==> config.mk <==
export PLATFORM = sky130hd
export DESIGN_NAME = multicycle_control_unit_flat
export DESIGN_NICKNAME = d
export VERILOG_FILES = /design/src/rtl/multicycle_control_unit_pkg.sv /design/src/rtl/multicycle_control_unit_if.sv /design/src/rtl/multicycle_control_unit_opcode_class.sv /design/src/rtl/multicycle_control_unit.sv /design/src/flat_wrapper.sv
export SDC_FILE = /design/constraint.sdc
export NUM_CORES = 1
export LEC_CHECK = 0
export CAP_MARGIN = 20
export CORE_MARGIN = 2
export CORE_UTILIZATION = 38
export CTS_CLUSTER_SIZE = 12
export DETAILED_ROUTE_END_ITERATION = 12
export PLACE_DENSITY = 0.8
export SLEW_MARGIN = 30
export SYNTH_ARGS = -nofsm -noshare
export SYNTH_HDL_FRONTEND = slang
export SYNTH_SLANG_ARGS = --single-unit
==> constraint.sdc <==
create_clock -name clk -period 1.7 [get_ports clk]
set_clock_uncertainty 0.2 [all_clocks]
set_input_delay 0.255 -clock clk [delete_from_list [all_inputs] [get_ports clk]]
set_output_delay 0.255 -clock clk [all_outputs]
set_load 0.02 [all_outputs]
==> src/rtl/multicycle_control_unit_pkg.sv <==
// Shared encodings for the multi-cycle RV32I sequencer: opcodes, FSM states, mux selects.
// Pure definitions, no logic; zero latency and no flow control.
package multicycle_control_unit_pkg;

   localparam logic [6:0] OP_RTYPE  = 7'b0110011;
   localparam logic [6:0] OP_IARITH = 7'b0010011;
   localparam logic [6:0] OP_LOAD   = 7'b0000011;
   localparam logic [6:0] OP_STORE  = 7'b0100011;
   localparam logic [6:0] OP_BRANCH = 7'b1100011;
   localparam logic [6:0] OP_JAL    = 7'b1101111;
   localparam logic [6:0] OP_JALR   = 7'b1100111;
   localparam logic [6:0] OP_ECALL  = 7'b1110011;

   localparam int STATE_W = 3;

   localparam logic [STATE_W-1:0] ST_IF   = 3'd0;
   localparam logic [STATE_W-1:0] ST_ID   = 3'd1;
   localparam logic [STATE_W-1:0] ST_EX   = 3'd2;
   localparam logic [STATE_W-1:0] ST_MEM  = 3'd3;
   localparam logic [STATE_W-1:0] ST_WB   = 3'd4;
   localparam logic [STATE_W-1:0] ST_BR   = 3'd5;
   localparam logic [STATE_W-1:0] ST_HALT = 3'd6;

   localparam logic [1:0] ALU_OP_ADD   = 2'b00;
   localparam logic [1:0] ALU_OP_BR    = 2'b01;
   localparam logic [1:0] ALU_OP_FUNCT = 2'b10;

   localparam logic [1:0] WB_SEL_ALU = 2'd0;
   localparam logic [1:0] WB_SEL_MDR = 2'd1;
   localparam logic [1:0] WB_SEL_PC4 = 2'd2;

   localparam logic [1:0] SRC_B_REG = 2'd0;
   localparam logic [1:0] SRC_B_4   = 2'd1;
   localparam logic [1:0] SRC_B_IMM = 2'd2;

   typedef struct packed {
      logic is_rtype;
      logic is_iarith;
      logic is_load;
      logic is_store;
      logic is_branch;
      logic is_jal;
      logic is_jalr;
      logic is_ecall;
   } op_class_t;

   typedef struct packed {
      logic       pc_write;
      logic       pc_source;
      logic       iord;
      logic       mem_read;
      logic       mem_write;
      logic       ir_write;
      logic       reg_write;
      logic [1:0] wb_sel;
      logic       alu_src_a;
      logic [1:0] alu_src_b;
      logic [1:0] alu_op;
      logic       is_halted;
   } ctrl_t;

   function automatic logic is_mem_class(input op_class_t c);
      return c.is_load | c.is_store;
   endfunction

endpackage

==> src/rtl/multicycle_control_unit_if.sv <==
// Control-unit <-> datapath/memory bundle; master is the sequencer, slave the datapath side.
// Wires only; zero latency, memory flow control is the mem_ready level.
interface multicycle_control_unit_if;

   logic [6:0] opcode;
   logic       alu_bcond;
   logic       mem_ready;
   logic       halt_cond;

   logic       pc_write;
   logic       pc_source;
   logic       iord;
   logic       mem_read;
   logic       mem_write;
   logic       ir_write;
   logic       reg_write;
   logic [1:0] wb_sel;
   logic       alu_src_a;
   logic [1:0] alu_src_b;
   logic [1:0] alu_op;
   logic       is_halted;

   modport master (
      input  opcode, alu_bcond, mem_ready, halt_cond,
      output pc_write, pc_source, iord, mem_read, mem_write, ir_write,
             reg_write, wb_sel, alu_src_a, alu_src_b, alu_op, is_halted
   );

   modport slave (
      output opcode, alu_bcond, mem_ready, halt_cond,
      input  pc_write, pc_source, iord, mem_read, mem_write, ir_write,
             reg_write, wb_sel, alu_src_a, alu_src_b, alu_op, is_halted
   );

endinterface

==> src/rtl/multicycle_control_unit_opcode_class.sv <==
// Opcode to one-hot instruction-class flags; all-zero for opcodes the sequencer treats as NOP.
// Combinational, zero latency, no flow control.
module multicycle_control_unit_opcode_class
   import multicycle_control_unit_pkg::*;
(
   input  logic [6:0] opcode_i,
   output op_class_t  class_o
);

   always_comb begin
      class_o = '0;
      case (opcode_i)
         OP_RTYPE:  class_o.is_rtype  = 1'b1;
         OP_IARITH: class_o.is_iarith = 1'b1;
         OP_LOAD:   class_o.is_load   = 1'b1;
         OP_STORE:  class_o.is_store  = 1'b1;
         OP_BRANCH: class_o.is_branch = 1'b1;
         OP_JAL:    class_o.is_jal    = 1'b1;
         OP_JALR:   class_o.is_jalr   = 1'b1;
         OP_ECALL:  class_o.is_ecall  = 1'b1;
         default:   class_o = '0;
      endcase
   end

endmodule

==> src/rtl/multicycle_control_unit.sv <==
// Moore sequencer for the multi-cycle RV32I core: IF/ID/EX/MEM/WB/BR plus a sticky HALT state.
// Outputs decode combinationally from state; IF and MEM stall while mem_ready is low.
module multicycle_control_unit
   import multicycle_control_unit_pkg::*;
#(
   parameter int STATE_WIDTH = 3
)(
   input  logic                        clk,
   input  logic                        reset,
   multicycle_control_unit_if.master   bus
);

   localparam logic [STATE_WIDTH-1:0] S_IF   = STATE_WIDTH'(ST_IF);
   localparam logic [STATE_WIDTH-1:0] S_ID   = STATE_WIDTH'(ST_ID);
   localparam logic [STATE_WIDTH-1:0] S_EX   = STATE_WIDTH'(ST_EX);
   localparam logic [STATE_WIDTH-1:0] S_MEM  = STATE_WIDTH'(ST_MEM);
   localparam logic [STATE_WIDTH-1:0] S_WB   = STATE_WIDTH'(ST_WB);
   localparam logic [STATE_WIDTH-1:0] S_BR   = STATE_WIDTH'(ST_BR);
   localparam logic [STATE_WIDTH-1:0] S_HALT = STATE_WIDTH'(ST_HALT);

   logic [STATE_WIDTH-1:0] state_q;
   logic [STATE_WIDTH-1:0] state_d;
   op_class_t              cls;
   ctrl_t                  ctrl;

   multicycle_control_unit_opcode_class u_opcode_class (
      .opcode_i (bus.opcode),
      .class_o  (cls)
   );

   always_ff @(posedge clk or negedge reset) begin
      if (!reset) begin
         state_q <= S_IF;
      end else begin
         state_q <= state_d;
      end
   end

   always_comb begin
      state_d = state_q;
      ctrl    = '0;
      case (state_q)
         S_IF: begin
            ctrl.mem_read = 1'b1;
            if (bus.mem_ready) begin
               ctrl.ir_write = 1'b1;
               state_d       = S_ID;
            end
         end
         S_ID: begin
            if (cls.is_ecall) begin
               if (bus.halt_cond) begin
                  state_d = S_HALT;
               end else begin
                  ctrl.pc_write  = 1'b1;
                  ctrl.pc_source = 1'b1;
                  state_d        = S_IF;
               end
            end else begin
               state_d = S_EX;
            end
         end
         S_EX: begin
            if (cls.is_rtype) begin
               ctrl.alu_src_a = 1'b1;
               ctrl.alu_src_b = SRC_B_REG;
               ctrl.alu_op    = ALU_OP_FUNCT;
               state_d        = S_WB;
            end else if (cls.is_iarith) begin
               ctrl.alu_src_a = 1'b1;
               ctrl.alu_src_b = SRC_B_IMM;
               ctrl.alu_op    = ALU_OP_FUNCT;
               state_d        = S_WB;
            end else if (is_mem_class(cls)) begin
               ctrl.alu_src_a = 1'b1;
               ctrl.alu_src_b = SRC_B_IMM;
               ctrl.alu_op    = ALU_OP_ADD;
               state_d        = S_MEM;
            end else if (cls.is_branch) begin
               ctrl.alu_src_a = 1'b1;
               ctrl.alu_src_b = SRC_B_REG;
               ctrl.alu_op    = ALU_OP_BR;
               if (bus.alu_bcond) begin
                  state_d = S_BR;
               end else begin
                  ctrl.pc_write  = 1'b1;
                  ctrl.pc_source = 1'b1;
                  state_d        = S_IF;
               end
            end else if (cls.is_jal || cls.is_jalr) begin
               // Link and jump share one cycle: rd <= PC+4 while PC <= ALU target.
               ctrl.alu_src_a = cls.is_jalr;
               ctrl.alu_src_b = SRC_B_IMM;
               ctrl.alu_op    = ALU_OP_ADD;
               ctrl.pc_write  = 1'b1;
               ctrl.pc_source = 1'b0;
               ctrl.reg_write = 1'b1;
               ctrl.wb_sel    = WB_SEL_PC4;
               state_d        = S_IF;
            end else begin
               ctrl.pc_write  = 1'b1;
               ctrl.pc_source = 1'b1;
               state_d        = S_IF;
            end
         end
         S_MEM: begin
            ctrl.iord      = 1'b1;
            ctrl.mem_read  = cls.is_load;
            ctrl.mem_write = cls.is_store;
            if (bus.mem_ready) begin
               if (cls.is_load) begin
                  state_d = S_WB;
               end else begin
                  ctrl.pc_write  = cls.is_store;
                  ctrl.pc_source = cls.is_store;
                  state_d        = S_IF;
               end
            end
         end
         S_WB: begin
            ctrl.reg_write = 1'b1;
            ctrl.wb_sel    = cls.is_load ? WB_SEL_MDR : WB_SEL_ALU;
            ctrl.pc_write  = 1'b1;
            ctrl.pc_source = 1'b1;
            state_d        = S_IF;
         end
         S_BR: begin
            ctrl.alu_src_a = 1'b0;
            ctrl.alu_src_b = SRC_B_IMM;
            ctrl.alu_op    = ALU_OP_ADD;
            ctrl.pc_write  = 1'b1;
            ctrl.pc_source = 1'b0;
            state_d        = S_IF;
         end
         S_HALT: begin
            ctrl.is_halted = 1'b1;
         end
         default: begin
            state_d = S_IF;
         end
      endcase
      // Reset is asynchronous, so requests must drop without waiting for an edge.
      if (!reset) begin
         ctrl = '0;
      end
   end

   assign bus.pc_write  = ctrl.pc_write;
   assign bus.pc_source = ctrl.pc_source;
   assign bus.iord      = ctrl.iord;
   assign bus.mem_read  = ctrl.mem_read;
   assign bus.mem_write = ctrl.mem_write;
   assign bus.ir_write  = ctrl.ir_write;
   assign bus.reg_write = ctrl.reg_write;
   assign bus.wb_sel    = ctrl.wb_sel;
   assign bus.alu_src_a = ctrl.alu_src_a;
   assign bus.alu_src_b = ctrl.alu_src_b;
   assign bus.alu_op    = ctrl.alu_op;
   assign bus.is_halted = ctrl.is_halted;

endmodule

==> src/flat_wrapper.sv <==
// flat-port wrapper written by rule: the top's interface ports become plain ports
module multicycle_control_unit_flat import multicycle_control_unit_pkg::*;
#(
   parameter int STATE_WIDTH = 3
)
  (clk, reset, bus_opcode, bus_alu_bcond, bus_mem_ready, bus_halt_cond, bus_pc_write, bus_pc_source, bus_iord, bus_mem_read, bus_mem_write, bus_ir_write, bus_reg_write, bus_wb_sel, bus_alu_src_a, bus_alu_src_b, bus_alu_op, bus_is_halted);
  multicycle_control_unit_if bus_i ();
  input  logic clk;
  input  logic reset;
  input wire logic [$bits(bus_i.opcode)-1:0] bus_opcode;
  input wire logic [$bits(bus_i.alu_bcond)-1:0] bus_alu_bcond;
  input wire logic [$bits(bus_i.mem_ready)-1:0] bus_mem_ready;
  input wire logic [$bits(bus_i.halt_cond)-1:0] bus_halt_cond;
  output wire logic [$bits(bus_i.pc_write)-1:0] bus_pc_write;
  output wire logic [$bits(bus_i.pc_source)-1:0] bus_pc_source;
  output wire logic [$bits(bus_i.iord)-1:0] bus_iord;
  output wire logic [$bits(bus_i.mem_read)-1:0] bus_mem_read;
  output wire logic [$bits(bus_i.mem_write)-1:0] bus_mem_write;
  output wire logic [$bits(bus_i.ir_write)-1:0] bus_ir_write;
  output wire logic [$bits(bus_i.reg_write)-1:0] bus_reg_write;
  output wire logic [$bits(bus_i.wb_sel)-1:0] bus_wb_sel;
  output wire logic [$bits(bus_i.alu_src_a)-1:0] bus_alu_src_a;
  output wire logic [$bits(bus_i.alu_src_b)-1:0] bus_alu_src_b;
  output wire logic [$bits(bus_i.alu_op)-1:0] bus_alu_op;
  output wire logic [$bits(bus_i.is_halted)-1:0] bus_is_halted;
  assign bus_i.opcode = bus_opcode;
  assign bus_i.alu_bcond = bus_alu_bcond;
  assign bus_i.mem_ready = bus_mem_ready;
  assign bus_i.halt_cond = bus_halt_cond;
  assign bus_pc_write = bus_i.pc_write;
  assign bus_pc_source = bus_i.pc_source;
  assign bus_iord = bus_i.iord;
  assign bus_mem_read = bus_i.mem_read;
  assign bus_mem_write = bus_i.mem_write;
  assign bus_ir_write = bus_i.ir_write;
  assign bus_reg_write = bus_i.reg_write;
  assign bus_wb_sel = bus_i.wb_sel;
  assign bus_alu_src_a = bus_i.alu_src_a;
  assign bus_alu_src_b = bus_i.alu_src_b;
  assign bus_alu_op = bus_i.alu_op;
  assign bus_is_halted = bus_i.is_halted;
  multicycle_control_unit #(.STATE_WIDTH(STATE_WIDTH)) u_core (.clk(clk), .reset(reset), .bus(bus_i));
endmodule
==> impl_results.rst, run 1 <==
.. list-table::
   :header-rows: 1

   * - Metric
     - Value
   * - Status
     - aborted with a tool error
   * - Stopping stage
     - global routing (5_1_grt)
   * - Error message
     - [ERROR DPL-0038] Utilization greater than 100%, impossible to legalize
   * - Area after DPL
     - 1076 um2
   * - Share of synthesized cell area in and, or, nand and nor gates
     - between 50% and 60%
   * - Number of enable-type register cells in the synthesized netlist
     - 0
   * - Placed Cells
     - 146
   * - Count of H-tree levels built during CTS
     - 1
   * - Num rows
     - 13
   * - Pin count of the biggest net entering global routing
     - 8
   * - Post-synthesis cell area
     - 534.3 um2
   * - Worst endpoint type
     - output port
   * - Ys Warns
     - 0
   * - Share of synthesized area occupied by flip-flops and latches
     - 14.05%
   * - Final weighted congestion in routability-driven placement
     - 0.8628
   * - Port Buf Inserts
     - 25
   * - Clock tree buffer depth
     - 2
   * - Dominant combinational cell family by area after synthesis
     - simple AND/OR/NAND/NOR gates
   * - CTS Hold Bufs
     - 0
   * - Proportion of synthesized area in mux cells
     - 0%
   * - Die Span Y
     - between 40 and 50 um
   * - Complex-gate fraction of the synthesized area
     - 28.81%
   * - Width of the chip
     - roughly 41 um
   * - Minimum setup slack after placement
     - -1039 ps
   * - Number of buffers added by the clock tree synthesis step
     - 3
   * - Total clock sinks
     - 3
   * - Most instantiated flip-flop cell in the synthesis netlist
     - sky130_fd_sc_hd__dfrtp_1
   * - Arithmetic-cell share of the synthesized area counting full adders, half adders and majority gates
     - 0%
   * - Ports
     - 27
   * - Last worst endpoint in the global-route repair_timing
     - bus_pc_write
   * - Effective utilization at floorplan
     - 41.06%
   * - Mean post-synth cell area
     - 7.030 um2
   * - Detailed-placement wirelength estimate
     - 1.814 mm
   * - Post-synthesis cell count
     - 76
   * - Async set-reset flop share out of synthesis
     - 100.0%
   * - Library cell used as clock root buffer
     - sky130_fd_sc_hd__clkbuf_4
   * - Synthesized flop and latch total
     - 3
   * - Distinct cells, synth
     - 39
   * - Xor and xnor fraction of the mapped netlist area
     - 0%
   * - Nets in the synthesized netlist
     - 88
==> repair_timing <==
item / 4_1_cts
pin swaps: 9
resized for setup: 108
buffers inserted: 7
setup endpoints to repair: 17
==> per-stage QoR <==
stage	hold WS, ps	setup TNS (ps)	utilization (%)
after floorplan	-240.6	-163.0	-
after global placement	405.9	-11970	82.69
after detailed placement	424.4	-12760	82.69
after CTS	12.03	-2749	93.46
==> cells by family after synthesis <==
| group | after synthesis |
|---|---|
| and+or+nand+nor | 44 |
| buffers and inverters | 7 |
| other | 1 |
| DFF | 3 |
| AOI/OAI and AO/OA | 21 |
==> cells in the mapped netlist, types with 2 or more instances <==
cell | instances | share of area, %
sky130_fd_sc_hd__or2_1 | 2 | 2.3
sky130_fd_sc_hd__a31oi_1 | 2 | 2.3
sky130_fd_sc_hd__nor4_1 | 2 | 2.3
sky130_fd_sc_hd__a211oi_1 | 2 | 2.8
sky130_fd_sc_hd__and3_1 | 4 | 4.7
sky130_fd_sc_hd__nand4b_1 | 3 | 4.9
sky130_fd_sc_hd__a21oi_1 | 3 | 2.8
sky130_fd_sc_hd__nor2_1 | 7 | 4.9
sky130_fd_sc_hd__nand2_1 | 9 | 6.3
sky130_fd_sc_hd__o21ai_0 | 2 | 1.9
sky130_fd_sc_hd__nor2b_1 | 3 | 3.5
sky130_fd_sc_hd__dfrtp_1 | 3 | 14
sky130_fd_sc_hd__nand2b_1 | 5 | 5.9
sky130_fd_sc_hd__nor4_2 | 2 | 4.7
sky130_fd_sc_hd__inv_1 | 3 | 2.1
==> run 2, diff against run 1 <==
--- a/config.mk
+++ b/config.mk
@@ -6,11 +6,10 @@
 export NUM_CORES = 1
 export LEC_CHECK = 0
 export CAP_MARGIN = 20
-export CORE_MARGIN = 2
-export CORE_UTILIZATION = 38
-export CTS_CLUSTER_SIZE = 12
+export CORE_AREA = 2 2 63 65
 export DETAILED_ROUTE_END_ITERATION = 12
-export PLACE_DENSITY = 0.8
+export DIE_AREA = 0 0 65 67
+export PLACE_DENSITY_LB_ADDON = 0.15
 export SLEW_MARGIN = 30
 export SYNTH_ARGS = -nofsm -noshare
 export SYNTH_HDL_FRONTEND = slang
==> impl_results.rst, run 2 <==
.. list-table::
   :header-rows: 1

   * - Metric
     - Value
   * - Leakage power of the design
     - 0.6649 nW
   * - Violated checks
     - setup timing
   * - Average via count per standard cell
     - 4.463
   * - Count of H-tree levels built during CTS
     - 1 (unchanged)
   * - Number of DRC violations after detailed routing
     - 0
   * - RSZ-0062 raised after global routing
     - true
   * - Detailed-route wire length
     - 2.673 mm
   * - Sequential cell fraction of total power
     - 9.5%
   * - WP buf/inv
     - 1
   * - Number of antenna diodes
     - 0
   * - Remaining number of nets flagged by the antenna check after routing
     - 0
   * - Total vias in the final route
     - 897
   * - Nature of the critical path startpoint
     - flop
   * - Endpoint kind of the worst setup timing path
     - primary output
   * - Share of power burned in combinational logic
     - between 70% and 80%
   * - Worst R2R Path Depth
     - 6
   * - Number of enable-type register cells in the synthesized netlist
     - 0 (unchanged)
   * - Nets in the synthesized netlist
     - 88 (unchanged)
   * - Total routing usage reported by global routing
     - between 10% and 20%
   * - Total count of hold-check failures in the final report
     - 0
   * - Master of the slowest instance on the critical path
     - sky130_fd_sc_hd__dfrtp_1
   * - Library cell used as clock root buffer
     - sky130_fd_sc_hd__clkbuf_8
   * - GRT overflow
     - 0
   * - Placed Cells
     - 178 (+22%)
   * - Detailed-placement wirelength estimate
     - 1.776 mm (-2.1%)
   * - Max Clk Rate
     - 491.7 MHz
   * - Distinct cells, synth
     - 39 (unchanged)
   * - Effective utilization at floorplan
     - 14.82% (-26 points)
   * - Area share of the largest cell type after synthesis
     - 14.05% (unchanged)
   * - Placeable core area
     - 3606 um2
   * - Ys Warns
     - 0 (unchanged)
   * - Final weighted congestion in routability-driven placement
     - 0.7916 (-8.3%)
   * - Number of standard cells in the final layout excluding fillers
     - ~200
   * - Endpoint of the worst-slack reg-to-reg timing path
     - u_core.state_q[1]$_DFFE_PN0P_
   * - Die Span Y
     - 67 um (+61%)
   * - Internal portion of total power
     - 0.0007942 W
   * - Switching share of power
     - 39.46%
   * - Slew Limit Headroom
     - 66.08%
   * - Status
     - finished, violations left
   * - P_sw
     - around 0.00052 W
   * - Max FFs per register
     - 3
   * - Number of setup violations in the final report
     - 14
   * - Width of the chip
     - 65 um (+57%)
   * - Ports
     - 27 (unchanged)
   * - Most common cell in the netlist
     - sky130_fd_sc_hd__nand2_1
   * - Worst-path cell chain
     - nand4b_1, nor4_4, a211oi_2, a21oi_2, buf_4
   * - Portion of the clock cycle consumed by the worst path in the final layout
     - 119.6%
   * - # nets final
     - ~170
   * - IR Drop Worst-Case VDD
     - about 0.43 mV
   * - Mean post-synth cell area
     - 7.030 um2 (unchanged)
   * - Reg clk slew, reported paths
     - 30 ps
   * - Crit path DAT
     - 1580 ps
   * - Post-synthesis cell area
     - 534.3 um2 (unchanged)
   * - Worst reg2reg startpoint
     - u_core.state_q[1]$_DFFE_PN0P_
   * - Share of synthesized area occupied by flip-flops and latches
     - 14.05% (unchanged)
   * - Actual transition at the worst max-transition pin
     - ~500 ps
   * - Num rows
     - 22 (+9)
   * - Largest fanout on the critical path
     - 4
   * - Slack of the worst reg-to-reg path
     - 70 ps
   * - Worst EP required
     - about 1200 ps
   * - Clock tree from TritonCTS
     - done
   * - Power density cells
     - 878.9 nW/um2
   * - Final worst slack
     - -333.9 ps
   * - Cell taking the most area after synthesis
     - sky130_fd_sc_hd__dfrtp_1
   * - Pin count of the biggest net entering global routing
     - 8
   * - Async set-reset flop share out of synthesis
     - 100.0% (unchanged)
   * - Most frequent cells in the layout
     - sky130_fd_sc_hd__buf_4, sky130_fd_sc_hd__buf_6, sky130_fd_sc_hd__nand2_1
   * - Total clock sinks
     - 3 (unchanged)
   * - Number of DRC violations after detailed-routing iteration 0
     - 27
   * - Slew Limit Fails
     - 0
   * - Detail-routed net length per standard cell
     - 13.30 um
   * - Number of antenna violations at the first check in global routing
     - 0
   * - Synthesized flop and latch total
     - 3 (unchanged)
   * - Number of iterations in the first detailed-routing pass
     - 4
   * - Port Buf Inserts
     - 25 (unchanged)
   * - Kind of cell with the highest combined delay on the critical path
     - simple AND/OR/NAND/NOR gates
   * - Leading cell types by count after synthesis
     - sky130_fd_sc_hd__nand2_1, sky130_fd_sc_hd__nor2_1, sky130_fd_sc_hd__nand2b_1, sky130_fd_sc_hd__and3_1
   * - Minimum clock period after layout
     - 2034 ps
   * - Die footprint
     - 4355 um2
   * - Number of buffers added by the clock tree synthesis step
     - 3 (unchanged)
   * - Post-synthesis cell count
     - 76 (unchanged)
   * - First-pass GRT wire length
     - 3.974 mm
   * - Part of the power in the clock network
     - 15.8%
   * - Leading post-synthesis cells by cell area
     - sky130_fd_sc_hd__dfrtp_1, sky130_fd_sc_hd__nand2_1, sky130_fd_sc_hd__nand2b_1, sky130_fd_sc_hd__nor2_1, sky130_fd_sc_hd__nand4b_1
   * - Most flops, register
     - u_core.state_q
   * - Number of inserted filler cells in the final layout
     - about 360
   * - Number of global-route vias before repair
     - 894
   * - Clock tree buffer depth
     - 2 (unchanged)
   * - Max capacitance violation total
     - 0
   * - Classification of the worst setup path
     - flop to primary output
   * - Most instantiated flip-flop cell in the synthesis netlist
     - sky130_fd_sc_hd__dfrtp_1
   * - Most common cell after layout, fill and taps aside
     - sky130_fd_sc_hd__buf_4
   * - Share of layout cells above drive strength 1
     - 74.51%
   * - Post-layout util
     - 41.39%
   * - Area added between synthesis and finish
     - 179.4%
   * - Min-Delay Path Class
     - input port to async pin
   * - CTS Hold Bufs
     - 0 (unchanged)
   * - Crit-path max cell delay
     - 420 ps
   * - Clock latency reported for the late side of the worst-skew pair
     - 220 ps
   * - Largest registers
     - u_core.state_q: 3 flops
run 2: cell counts after synthesis:
No cell type changed its count.
run 2: timing repair:
action                     CTS  global route
pin swaps                   15            14
setup endpoints to repair   16            17
resized for setup          116            33
setup buffers               18             8
run 2: worst max path at each step:
stage                                        from       endpoint  slack, ps  cells after the start
floorplan           u_core.state_q[1]$_DFFE_PN0P_   bus_pc_write        -60                      5
global placement                    bus_opcode[3]   bus_mem_read       -960                      7
detailed placement                  bus_opcode[4]   bus_pc_write      -1000                      6
CTS                 u_core.state_q[1]$_DFFE_PN0P_   bus_pc_write       -410                      5
global route        u_core.state_q[1]$_DFFE_PN0P_  bus_pc_source       -390                      5
finish              u_core.state_q[1]$_DFFE_PN0P_  bus_pc_source       -330                      5
run 2: routing by layer:
metal	wire (um)	vias up	track usage (%)	share of wire (%)
met5	0	-	0	0
met2	1548	18	23.84	58
met3	52	4	0.6757	1.9
li1	-	438	-	-
met4	36	0	5.053	1.3
met1	1037	437	12.88	39
run 2: per-stage QoR:
stage | hold WS, ps | TNS, ps | cell area, um2 | worst slack (ps) | total power (W)
after detailed placement | 351.6 | -12350 | 1110 | -1001 | 0.0007333
after global routing | 80.12 | -3169 | 1493 | -391.6 | 0.001388
final | 71.60 | -2471 | 1493 | -333.9 | 0.001312
after CTS | 67.42 | -2810 | 1364 | -411.9 | 0.001123
after global placement | 343.3 | -12380 | 1110 | -960.7 | 0.0007366
after floorplan | -240.6 | -163.0 | 579.3 | -55.91 | 0.0004254
run 2: kinds of logic after synthesis:
kind of cell           synth area share (%)
AO/OA/AOI/OAI                         28.81
other                                0.7019
flip-flops                            14.05
AND/OR/NAND/NOR                       50.35
buffers and inverters                 6.087
run 2: layout make-up:
type	instances	area, um2	area share (%)
well taps	48	60.06	4.023
clock buffers	4	45.04	3.018
inverters	3	13.76	0.9220
repair buffers	77	661.9	44.34
multi-input cells	66	636.9	42.67
flip-flops and latches	3	75.07	5.029
run 2: power groups by stage:
stage                     Combinational [W]  Sequential (W)  Clock (W)
final                              0.000979        0.000125   0.000208
after global routing                0.00104        0.000128   0.000221
after CTS                          0.000794        0.000117   0.000212
after detailed placement           0.000612        0.000121          0
after global placement             0.000614        0.000123          0
after floorplan                    0.000317        0.000108          0
run 2: worst min-delay path: stages:
cell                            delay, ps
sky130_fd_sc_hd__dlygate4sd2_1        210
sky130_fd_sc_hd__buf_6                130
sky130_fd_sc_hd__buf_4                110
sky130_fd_sc_hd__buf_4                 90
Note: power is estimated with default switching activity, not from simulation.
==> run 3, diff against run 2 <==
--- a/config.mk
+++ b/config.mk
@@ -7,9 +7,11 @@
 export LEC_CHECK = 0
 export CAP_MARGIN = 20
 export CORE_AREA = 2 2 63 65
+export CTS_CLUSTER_SIZE = 12
 export DETAILED_ROUTE_END_ITERATION = 12
 export DIE_AREA = 0 0 65 67
 export PLACE_DENSITY_LB_ADDON = 0.15
+export RECOVER_POWER = 100
 export SLEW_MARGIN = 30
 export SYNTH_ARGS = -nofsm -noshare
 export SYNTH_HDL_FRONTEND = slang
==> impl_results.rst, run 3 (synthesized netlist as in run 2, its figures left out) <==
.. list-table::
   :header-rows: 1

   * - Metric
     - Value
   * - Status
     - finished, violations left
   * - Violated checks
     - setup timing
   * - Power density cells
     - 877.2 nW/um2 (-0.19%)
   * - Detailed-placement wirelength estimate
     - 1.776 mm (unchanged)
   * - Leakage power of the design
     - 0.6570 nW (-1.2%)
   * - First-pass GRT wire length
     - 3.974 mm (unchanged)
   * - Endpoint kind of the worst setup timing path
     - primary output
   * - Area after DPL
     - 1110 um2 (unchanged)
   * - # nets final
     - 166 (unchanged)
   * - Part of the power in the clock network
     - 16.0% (+0.2 points)
   * - Most flops, register
     - u_core.state_q
   * - Clock tree buffer depth
     - 2 (unchanged)
   * - Largest fanout on the critical path
     - 4 (unchanged)
   * - Worst R2R Path Depth
     - 6 (unchanged)
   * - Port Buf Inserts
     - 25 (unchanged)
   * - Slack of the worst reg-to-reg path
     - 70 ps (about the same)
   * - Number of standard cells in the final layout excluding fillers
     - 201 (unchanged)
   * - Number of DRC violations after detailed-routing iteration 0
     - 27 (unchanged)
   * - Max capacitance violation total
     - 0 (unchanged)
   * - Sequential cell fraction of total power
     - 9.6% (about the same)
   * - Final worst slack
     - -332.7 ps (+1.157 ps)
   * - Footprint of the multi-input gates
     - 636.9 um2 (unchanged)
   * - Internal portion of total power
     - 0.0007852 W (-1.1%)
   * - Pin count of the biggest net entering global routing
     - 8 (unchanged)
   * - Library cell used as clock root buffer
     - sky130_fd_sc_hd__clkbuf_8
   * - GRT overflow
     - 0 (unchanged)
   * - Most common cell after layout, fill and taps aside
     - sky130_fd_sc_hd__buf_4
   * - RSZ-0062 raised after global routing
     - true
   * - Average via count per standard cell
     - 4.463 (unchanged)
   * - Effective utilization at floorplan
     - 14.82% (unchanged)
   * - Nature of the critical path startpoint
     - flop
   * - Ports
     - 27 (unchanged)
   * - Final design area excluding fillers
     - 1483 um2 (-0.67%)
   * - Max Clk Rate
     - 491.9 MHz (about the same)
   * - Endpoint of the worst-slack reg-to-reg timing path
     - u_core.state_q[1]$_DFFE_PN0P_
   * - P_sw
     - 0.0005154 W (-0.44%)
   * - Detailed-route wire length
     - 2.676 mm (+0.11%)
   * - Count of H-tree levels built during CTS
     - 1 (unchanged)
   * - Total clock sinks
     - 3 (unchanged)
   * - Remaining number of nets flagged by the antenna check after routing
     - 0 (unchanged)
   * - Reg clk slew, reported paths
     - 30 ps (about the same)
   * - Number of antenna diodes
     - 0 (unchanged)
   * - Post-layout util
     - 41.12% (-0.28 points)
   * - Die Span Y
     - 67 um (unchanged)
   * - Placeable core area
     - 3606 um2 (unchanged)
   * - Number of DRC violations after detailed routing
     - 0 (unchanged)
   * - Total vias in the final route
     - 897 (unchanged)
   * - Number of inserted filler cells in the final layout
     - 367 (+1.4%)
   * - Portion of the clock cycle consumed by the worst path in the final layout
     - 119.6% (about the same)
   * - Reg area
     - 75.07 um2 (unchanged)
   * - Number of global-route vias before repair
     - 894 (unchanged)
   * - Total routing usage reported by global routing
     - 11.96% (unchanged)
   * - Worst reg2reg startpoint
     - u_core.state_q[1]$_DFFE_PN0P_
   * - Classification of the worst setup path
     - flop to primary output
   * - Minimum clock period after layout
     - 2033 ps (-1.157 ps)
   * - Slew Limit Headroom
     - 66.08% (unchanged)
   * - Largest registers
     - u_core.state_q: 3 flops
   * - Share of power burned in combinational logic
     - 74.5% (about the same)
   * - Share of layout cells above drive strength 1
     - 73.20% (-1.3 points)
   * - Worst EP required
     - 1240 ps (about the same)
   * - Area added between synthesis and finish
     - 177.5%
   * - Detail-routed net length per standard cell
     - 13.31 um (+0.11%)
   * - Die footprint
     - 4355 um2 (unchanged)
   * - Placed Cells
     - 178 (unchanged)
   * - Num rows
     - 22 (unchanged)
   * - Final weighted congestion in routability-driven placement
     - 0.7916 (unchanged)
   * - Crit path DAT
     - 1580 ps (about the same)
   * - Number of iterations in the first detailed-routing pass
     - 4 (unchanged)
   * - Max FFs per register
     - 3 (unchanged)
   * - Min-Delay Path Class
     - input port to async pin
   * - Most frequent cells in the layout
     - sky130_fd_sc_hd__buf_4, sky130_fd_sc_hd__buf_6, sky130_fd_sc_hd__nand2_1
   * - Switching share of power
     - 39.63% (+0.17 points)
   * - Actual transition at the worst max-transition pin
     - 495.9 ps (unchanged)
   * - Clock latency reported for the late side of the worst-skew pair
     - 220 ps (about the same)
   * - IR Drop Worst-Case VDD
     - 0.4195 mV (-3.2%)
   * - Width of the chip
     - 65 um (unchanged)
   * - Clock tree from TritonCTS
     - done
   * - Number of antenna violations at the first check in global routing
     - 0 (unchanged)
   * - CTS Hold Bufs
     - 0 (unchanged)
   * - Number of setup violations in the final report
     - 14 (unchanged)
   * - Number of buffers added by the clock tree synthesis step
     - 3 (unchanged)
   * - Slew Limit Fails
     - 0 (unchanged)
   * - Total count of hold-check failures in the final report
     - 0 (unchanged)
-- run 3: cell types whose count changed in the layout (fill, tap and decap cells not counted) --
| cell | before | now |
|---|---|---|
| sky130_fd_sc_hd__clkbuf_2 | 4 | 5 |
| sky130_fd_sc_hd__clkbuf_1 | 1 | 3 |
| sky130_fd_sc_hd__buf_4 | 45 | 42 |
-- run 3: worst max-delay path: stages, from the launching register on --
cell,delay (ps)
sky130_fd_sc_hd__dfrtp_1,420
sky130_fd_sc_hd__nand4b_1,270
sky130_fd_sc_hd__nor4_4,220
sky130_fd_sc_hd__a211oi_2,140
sky130_fd_sc_hd__a21oi_2,150
sky130_fd_sc_hd__buf_4,150
-- run 3: timing repair --
action / 4_1_cts / 5_1_grt
resized for setup: 116 / 33
setup endpoints to repair: 16 / 17
pin swaps: 15 / 14
setup buffers: 18 / 8
-- run 3: metal layers --
layer / GRT usage [%] / routed length [um] / vias to the layer above
met5: 0 / 0 / -
met4: 5.053 / 36 / 0
met3: 0.6757 / 53 / 4
met2: 23.84 / 1541 / 20
met1: 12.88 / 1046 / 436
li1: - / - / 437
-- run 3: final cells by class --
class	instances	share of cell area (%)
flip-flops and latches	3	5.063
inverters	3	0.9283
repair buffers	77	43.97
well taps	48	4.051
multi-input cells	66	42.95
clock buffers	4	3.038
-- run 3: power by group through the flow --
| stage | Clock [W] | Combinational [W] | Sequential, W |
|---|---|---|---|
| 3_3_place_gp | 0 | 0.000614 | 0.000123 |
| 4_1_cts | 0.000212 | 0.000794 | 0.000117 |
| 5_1_grt | 0.000221 | 0.00103 | 0.000127 |
| 3_5_place_dp | 0 | 0.000612 | 0.000121 |
| 6_report | 0.000208 | 0.000968 | 0.000125 |
| 2_1_floorplan | 0 | 0.000317 | 0.000108 |
-- run 3: metrics by stage --
stage	TNS [ps]	total power (W)	setup slack (ps)	hold slack (ps)
after floorplan	-163.0	0.0004254	-55.91	-240.6
after global placement	-12380	0.0007366	-960.7	343.3
after detailed placement	-12350	0.0007333	-1001	351.6
after CTS	-2810	0.001123	-411.9	67.42
after global routing	-3169	0.001379	-391.6	137.2
final	-2445	0.001301	-332.7	122.1
-- run 3: how the worst max path moves through the flow --
stage                     cells after the start                          start  slack, ps             to
after floorplan                               5  u_core.state_q[1]$_DFFE_PN0P_        -60   bus_pc_write
after global placement                        7                  bus_opcode[3]       -960   bus_mem_read
after detailed placement                      6                  bus_opcode[4]      -1000   bus_pc_write
after CTS                                     5  u_core.state_q[1]$_DFFE_PN0P_       -410   bus_pc_write
after global routing                          5  u_core.state_q[1]$_DFFE_PN0P_       -390  bus_pc_source
final                                         5  u_core.state_q[1]$_DFFE_PN0P_       -330  bus_pc_source
